==> src/rtl/bool_led_pkg.sv <==
// Shared op encoding and per-bit Boolean helpers for the LED ALU.
package bool_led_pkg;

   typedef enum logic [2:0] {
      OP_AND  = 3'd0,
      OP_NAND = 3'd1,
      OP_OR   = 3'd2,
      OP_NOR  = 3'd3,
      OP_XOR  = 3'd4,
      OP_XNOR = 3'd5
   } op_t;

   localparam int NUM_OPS = 6;

   // Single-bit evaluation; callers replicate it across any operand width.
   function automatic logic op_apply(input op_t op, input logic a, input logic b);
      logic r;
      case (op)
         OP_AND:  r = a & b;
         OP_NAND: r = ~(a & b);
         OP_OR:   r = a | b;
         OP_NOR:  r = ~(a | b);
         OP_XOR:  r = a ^ b;
         OP_XNOR: r = ~(a ^ b);
         default: r = 1'b0;
      endcase
      return r;
   endfunction

   function automatic logic [NUM_OPS-1:0] op_onehot(input op_t op);
      logic [NUM_OPS-1:0] v;
      case (op)
         OP_AND:  v = 6'b100000;
         OP_NAND: v = 6'b010000;
         OP_OR:   v = 6'b001000;
         OP_NOR:  v = 6'b000100;
         OP_XOR:  v = 6'b000010;
         OP_XNOR: v = 6'b000001;
         default: v = 6'b000000;
      endcase
      return v;
   endfunction

endpackage

==> src/rtl/bool_led_debounce.sv <==
// Button synchroniser, optional debounce filter and rising-edge step pulse.
// BOOL_LED_DEBOUNCE_EN selects the filtered path; otherwise the synced level is used directly.
module bool_led_debounce #(
   parameter int DEB_CYCLES = 16
) (
   input  logic clk,
   input  logic rst,
   input  logic btn,
   output logic step
);

   logic sync1_reg;
   logic sync2_reg;

   if (DEB_CYCLES < 2) begin : g_deb_cycles_check
      $error("DEB_CYCLES must be at least 2");
   end

   always_ff @(posedge clk) begin
      if (rst) begin
         sync1_reg <= 1'b0;
         sync2_reg <= 1'b0;
      end else begin
         sync1_reg <= btn;
         sync2_reg <= sync1_reg;
      end
   end

`ifdef BOOL_LED_DEBOUNCE_EN
   localparam int CW = $clog2(DEB_CYCLES);

   logic [CW-1:0] cnt_reg;
   logic          deb_reg;
   logic          deb_prev_reg;

   // Accept a new level only after it has differed from deb for DEB_CYCLES edges in a row.
   always_ff @(posedge clk) begin
      if (rst) begin
         cnt_reg      <= '0;
         deb_reg      <= 1'b0;
         deb_prev_reg <= 1'b0;
      end else begin
         deb_prev_reg <= deb_reg;
         if (sync2_reg != deb_reg) begin
            if (cnt_reg == CW'(DEB_CYCLES - 1)) begin
               deb_reg <= sync2_reg;
               cnt_reg <= '0;
            end else begin
               cnt_reg <= cnt_reg + 1'b1;
            end
         end else begin
            cnt_reg <= '0;
         end
      end
   end

   assign step = deb_reg & ~deb_prev_reg;
`else
   logic sync_prev_reg;

   always_ff @(posedge clk) begin
      if (rst) begin
         sync_prev_reg <= 1'b0;
      end else begin
         sync_prev_reg <= sync2_reg;
      end
   end

   assign step = sync2_reg & ~sync_prev_reg;
`endif

endmodule

==> src/rtl/bool_led_alu.sv <==
// Registered six-op bitwise ALU for switch/LED boards with button or auto-timer op select.
// Button debounce is enabled by defining BOOL_LED_DEBOUNCE_EN.
module bool_led_alu
   import bool_led_pkg::*;
#(
   parameter int WIDTH       = 4,
   parameter int DEB_CYCLES  = 16,
   parameter int AUTO_PERIOD = 1024
) (
   input  logic               clk,
   input  logic               rst,
   input  logic [WIDTH-1:0]   in_a,
   input  logic [WIDTH-1:0]   in_b,
   input  logic               btn_next,
   input  logic               auto_en,
   output logic [WIDTH-1:0]   out,
   output logic [NUM_OPS-1:0] op_onehot
);

   localparam int TW = $clog2(AUTO_PERIOD);

   logic [WIDTH-1:0] a_reg;
   logic [WIDTH-1:0] b_reg;
   logic [WIDTH-1:0] out_reg;
   logic [WIDTH-1:0] res_next;
   logic             auto_sync1_reg;
   logic             auto_sync2_reg;
   logic [TW-1:0]    timer_reg;
   op_t              op_reg;
   op_t              op_next;
   logic             step_btn;
   logic             step_auto;
   logic             step;

   bool_led_debounce #(
      .DEB_CYCLES (DEB_CYCLES)
   ) u_debounce (
      .clk  (clk),
      .rst  (rst),
      .btn  (btn_next),
      .step (step_btn)
   );

   assign step_auto = auto_sync2_reg & (timer_reg == TW'(AUTO_PERIOD - 1));
   // OR-ing the sources makes a coincident button and timer step advance only once.
   assign step      = step_btn | step_auto;

   always_comb begin
      op_next = op_reg;
      if (step) begin
         if (op_reg == OP_XNOR) begin
            op_next = OP_AND;
         end else begin
            op_next = op_t'(op_reg + 3'd1);
         end
      end
   end

   for (genvar gi = 0; gi < WIDTH; gi++) begin : g_bit
      assign res_next[gi] = op_apply(op_reg, a_reg[gi], b_reg[gi]);
   end

   always_ff @(posedge clk) begin
      if (rst) begin
         a_reg          <= '0;
         b_reg          <= '0;
         out_reg        <= '0;
         auto_sync1_reg <= 1'b0;
         auto_sync2_reg <= 1'b0;
         timer_reg      <= '0;
         op_reg         <= OP_AND;
      end else begin
         a_reg          <= in_a;
         b_reg          <= in_b;
         out_reg        <= res_next;
         auto_sync1_reg <= auto_en;
         auto_sync2_reg <= auto_sync1_reg;
         op_reg         <= op_next;
         if (!auto_sync2_reg || step_auto) begin
            timer_reg <= '0;
         end else begin
            timer_reg <= timer_reg + 1'b1;
         end
      end
   end

   assign out       = out_reg;
   assign op_onehot = bool_led_pkg::op_onehot(op_reg);

endmodule
==> config.mk <==
export PLATFORM = sky130hd
export DESIGN_NAME = bool_led_alu
export DESIGN_NICKNAME = d
export VERILOG_FILES = /design/src/rtl/bool_led_pkg.sv /design/src/rtl/bool_led_debounce.sv /design/src/rtl/bool_led_alu.sv
export SDC_FILE = /design/constraint.sdc
export NUM_CORES = 1
export LEC_CHECK = 0
export BUFFER_PORTS_ARGS = -buffer_cell sky130_fd_sc_hd__buf_4
export CAP_MARGIN = 20
export CELL_PAD_IN_SITES_DETAIL_PLACEMENT = 1
export CELL_PAD_IN_SITES_GLOBAL_PLACEMENT = 1
export CORE_UTILIZATION = 45
export DETAILED_ROUTE_END_ITERATION = 6
export GPL_ROUTABILITY_DRIVEN = 1
export PLACE_DENSITY_LB_ADDON = 0.1
export SETUP_SLACK_MARGIN = 0.2
export SYNTH_ARGS = -nofsm -noshare
export SYNTH_HDL_FRONTEND = slang
export SYNTH_SLANG_ARGS = --single-unit
==> constraint.sdc <==
create_clock -name clk -period 3.2 [get_ports clk]
set_input_delay 0.48 -clock clk [delete_from_list [all_inputs] [get_ports clk]]
set_output_delay 0.48 -clock clk [all_outputs]
set_load 0.02 [all_outputs]
## Word-level counts from Yosys, hierarchy flattened

Cells that the tools add are included.

| word-level totals | value |
|---|---|
| bits in registers | 30 |
| bits in latches | 0 |
| RAM bits | 0 |
| bits in read-only memories | 0 |
| bits of input ports | 12 |
| word-level logic and storage cells | 56 |
| memories kept | 0 |

| cells by class | value |
|---|---|
| add/sub/neg operators | 2 |
| multipliers | 0 |
| divide/modulo/power cells | 0 |
| magnitude comparators | 0 |
| eq/ne operators | 6 |
| shift operators | 0 |
| multiplexer cells | 6 |
| bitwise logic cells | 28 |
| reduce and logical (&&, ||, !) cells | 4 |

Operators with widths:

| operator | number |
|---|---|
| one-hot mux 6 bit (6 select lines) | 1 |
| one-hot mux 1 bit (6 select lines) | 4 |
| inverter 1 bit | 13 |
| adder 10 x 1 -> 10 bit, second input constant | 1 |
| == test 10 bit, second input constant | 1 |
| bitwise AND 1 bit | 6 |
| == test 3 x 2 -> 1 bit, second input constant | 2 |
| == test 3 bit, second input constant | 2 |
| bitwise OR 1 bit | 5 |
| bitwise XOR 1 bit | 4 |
| adder 3 x 1 -> 3 bit, second input constant | 1 |
| == test 3 x 1 -> 1 bit, second input constant | 1 |
| logical NOT 3 bit | 1 |
| 2-to-1 mux 3 bit | 1 |
| OR reduction 2 bit | 1 |
| logical NOT 1 bit | 1 |
| logical OR 1 bit | 1 |

## Depth between registers and ports, before layout

| logic depth | value |
|---|---|
| depth in word-level cells | 4 |
| mapped depth | 7 |
| depth with buffers taken out | 6 |

## Hierarchy

From an unflattened synthesis, not the netlist that was laid out.

| unflattened totals | value |
|---|---|
| cell total of the unflattened synthesis | 157 |
| area total of the unflattened synthesis | 1392.6 sq um |

Modules (own cells, without submodules):

| module | instances | cells each | area an instance (sq um) | sequential area each (sq um) |
|---|---|---|---|---|
| bool_led_alu | 1 | 150 | 1305.0 | 540.5 |
| bool_led_debounce | 1 | 7 | 87.6 | 60.1 |

## Least setup slack after synthesis

OpenSTA, ideal clock, no wires.

| timing path | value |
|---|---|
| path kind | flip-flop to output port |
| start point | register op_reg[0] |
| end point | output port op_onehot[2] |
| arrival | 1214 ps |
| path slack | 1506 ps |
| stages on the path, launching flop included | 6 |
| buffers on the path | 3 |
| cells stage by stage | dfxtp_1 -> buf_2 -> buf_2 -> and2_1 -> ha_1 -> clkbuf_1 |

| on the way | value |
|---|---|
| word-level cells in the longest chain between the ends | 2 |
| elaborated cells between the ends (all ways) | 7 |
| classes of those cells | eq/ne: 5; mux: 1; reduce/logical: 1 |

RTL lines:

| item | RTL line | source |
|---|---|---|
| from (decl) | bool_led_alu.sv:29 | `op_t op_reg;` |
| from (signal assigned) | bool_led_alu.sv:78 | `op_reg <= op_next;` |
| == test 3 bit (tied with other cells) | bool_led_pkg.sv:32 | `case (op)` |
| one-hot mux 6 bit (6 select lines) * | bool_led_pkg.sv:32 |  |
| to (decl) | bool_led_alu.sv:17 | `output logic [NUM_OPS-1:0] op_onehot` |

Every way passes the cells marked *; elsewhere a longest branch is shown, timed or not.

## Final worst setup path

Same ends and word-level chain as after synthesis.

==> run_results.csv <==
group,metric,value,unit
outcome,status,"finished, final reports clean",
route,drt_iter0_drc,23,
setup_path,path_max_fanout,16,
cts,cts_inserted_buffers,5,
cells_and_area,fin_util,56.0,%
cells_and_area,largest_register_ffs,10,
yosys,ys_seq_area_share,41.8,%
cells_and_area,nFillCells,364,
floorplanning,start_util,47.4,%
cells_and_area,final_layout_size_suffix_gt1_share,19.8,%
sta,hold_viol_final,0,
yosys,synth-seq-cells,30,
global_routing,use_met1,24.3,%
yosys,synth_ff_type,"dfxtp_1",
route,drt_pre_antenna_iters,4,
cts,cts_resized,0,
placed_design,dp_hpwl,2150,um
cts,clk_pin_slew,0.08,ns
floorplanning,core,0.00303,sq mm
route,drc_errors,0,
yosys,postSynth.asyncResetShare,0,%
route,viasPerCell,4.90,
placed_design,port_buffers,21,
setup_path,crit_required,2.72,ns
power_and_ir_drop,power_density,449,mW/mm^2
global_routing,grt_pass1_vias,1054,
placed_design,place_inst,214,
yosys,ys.warnings.count,0,
cts,cts_root_buffer,"clkbuf_4",
route,drtAntennaViolNets,0,
sta,fmax,457,MHz
global_routing,overflow,0,
sta,slew_headroom,60.5,%
sta,setup_tns,0,ns
flow_run,drv_cap,0,
global_routing,grt.busiest_layer,"met2",
route,wire_per_inst,12.7,um
cells_and_area,fin_cells,221,
global_routing,grt_antenna_before_repair,0,
sta,setup-violations-final,0,
floorplanning,dieArea,0.00342,sq mm
yosys,netlist_area,0.00144,sq mm
yosys,synth_edf_count,0,
yosys,synth.top_cell.area_share,41.8,%
cts,post-cts-setup-buffer-count,0,
yosys,synth_fp_nets,177,
global_routing,grt_usage,19.1,%
sta,finalMaxSlewViolations,0,
floorplanning,io_pins,22,
sta,rsz0062_at_grt,"false",
cts,cts_buffer_depth,2,
floorplanning,die_w,58.5,um
power_and_ir_drop,p_total,0.761,mW
sta,fin_crit,2.19,ns
floorplanning,num_rows,20,
power_and_ir_drop,p_leak,0.700,nW
global_routing,grtUsageMet3,7.47,%
global_routing,grt_pass1_wl,4820,um
sta,tightest_slew,0.592,ns
setup_path,arrival,1.71,ns
global_routing,grt_max_degree,19,
yosys,synth.distinct_cells,35,
yosys,synth_area_leaders,"dfxtp_1, ha_1, nor2b_1, nor2_1, inv_1",
cts,htree_levels,2,
cells_and_area,nets,199,
worst_hold_path,hold_path_class,"input port to flop",
cts,clkSinkCount,30,
yosys,avgSynthCellArea,9.27,sq um
global_routing,use_met2,29.2,%
setup_path,start_kind,"flop",
cells_and_area,num_antenna_cells,0,
cts,worstSkewPairLatency,0.32,ns
yosys,syn_inst,155,
placed_design,place.gp.congestion,0.809,
setup_path,crit_type,"flop to primary output",
cts,cts_tree,"built",
sta,finalCritPeriodShare,68.3,%
yosys,post-synth-top-area-cell,"dfxtp_1",
route,drt-total-wl,2800,um
cells_and_area,fin_area,0.00170,sq mm
floorplanning,die_height,58.5,um
sta,fin_skew,0.00316,ns
cells_and_area,syn_to_final_growth,18.1,%
placed_design,postPlaceCellArea,0.00162,sq mm
power_and_ir_drop,ir_drop,0.000237,V
cts,hold_buffers,0,
route,vias,1084,
setup_path,critPathCaptureType,"primary output",
-- worst max-delay path: stages (launching register included) --
cell and delay [ns]:
dfxtp_1 0.70, and2_1 0.21, ha_1 0.28, buf_4 0.19
-- final timing paths --
path	endpoint	slack [ns]	depth (start not counted)	startpoint
setup / recovery	op_onehot[2]	1.01	3	op_reg[0]$_SDFFE_PP0P_
hold / removal	b_reg[0]$_SDFF_PP0_	0.37	2	in_b[0]
setup reg to reg	out[0]$_SDFF_PP0_	1.56	4	op_reg[0]$_SDFFE_PP0P_
hold reg to reg	u_debounce.sync2_reg$_SDFF_PP0_	0.45	1	u_debounce.sync1_reg$_SDFF_PP0_
-- routing by layer --
metal / up-vias / wire length (um)
li1: 555 / -
met1: 499 / 1340
met2: 28 / 1270
met3: 2 / 164
met4: 0 / 24
met5: - / 0
-- area by class of cell --
type / count / area (sq um) / area share, %
Clock buffer: 6 / 51.3 / 3.02
Timing Repair Buffer: 21 / 158 / 9.29
Tap cell: 44 / 55.1 / 3.24
Sequential cell: 30 / 601 / 35.4
Clock inverter: 1 / 30.0 / 1.77
Inverter: 14 / 52.6 / 3.10
Multi-Input combinational cell: 105 / 749 / 44.2
-- kinds of logic after synthesis --
group           after synthesis  synth area share, %
simple gates                 61                 25.0
xor+xnor                     10                 6.10
buf+inv                      20                 6.01
mux                           1                 1.04
compound gates               23                 11.3
flops                        30                 41.8
fa+ha+maj                    10                 8.71
-- cells in the final DEF, fill, tap and decap left out, drive strengths merged --
master,instances
o311ai,1
nand3,2
ha,10
nor3b,1
nor2,16
or3,1
o211ai,1
bufinv,1
and3b,1
nor2b,13
dfxtp,30
and2b,1
o221ai,1
a22oi,3
xnor2,4
o41ai,1
inv,14
o21a,1
nand4,3
and3,1
clkbuf,6
nor4,1
xor2,6
nand2b,7
nor3,7
mux2,1
nand2,4
and2,3
a21oi,8
o31ai,2
buf,21
o21ai,5
-- through the flow --
stage	hold slack (ns)	setup slack [ns]
6_report	0.370	1.01
5_1_grt	0.353	0.878
4_1_cts	0.358	1.04
3_5_place_dp	0.434	1.41
3_3_place_gp	0.417	1.49
2_1_floorplan	0.414	1.51
-- Yosys cell counts, types with 2 or more instances --
cell / number
ha_1: 10
a22oi_1: 3
nand2_1: 4
nor2_1: 16
inv_1: 14
nand4_1: 3
and2_1: 2
nor2b_1: 13
xnor2_1: 4
nor3_1: 6
buf_2: 3
nand2b_1: 7
xor2_1: 6
o21ai_0: 5
o31ai_1: 2
dfxtp_1: 30
a21oi_1: 8
clkbuf_1: 2
-- where the power goes --
group | internal, mW | switching (mW)
Sequential | 0.385 | 0.00876
Clock | 0.182 | 0.120
Combinational | 0.0326 | 0.0329
Total | 0.599 | 0.162
Note: power is estimated with default switching activity, not from simulation.
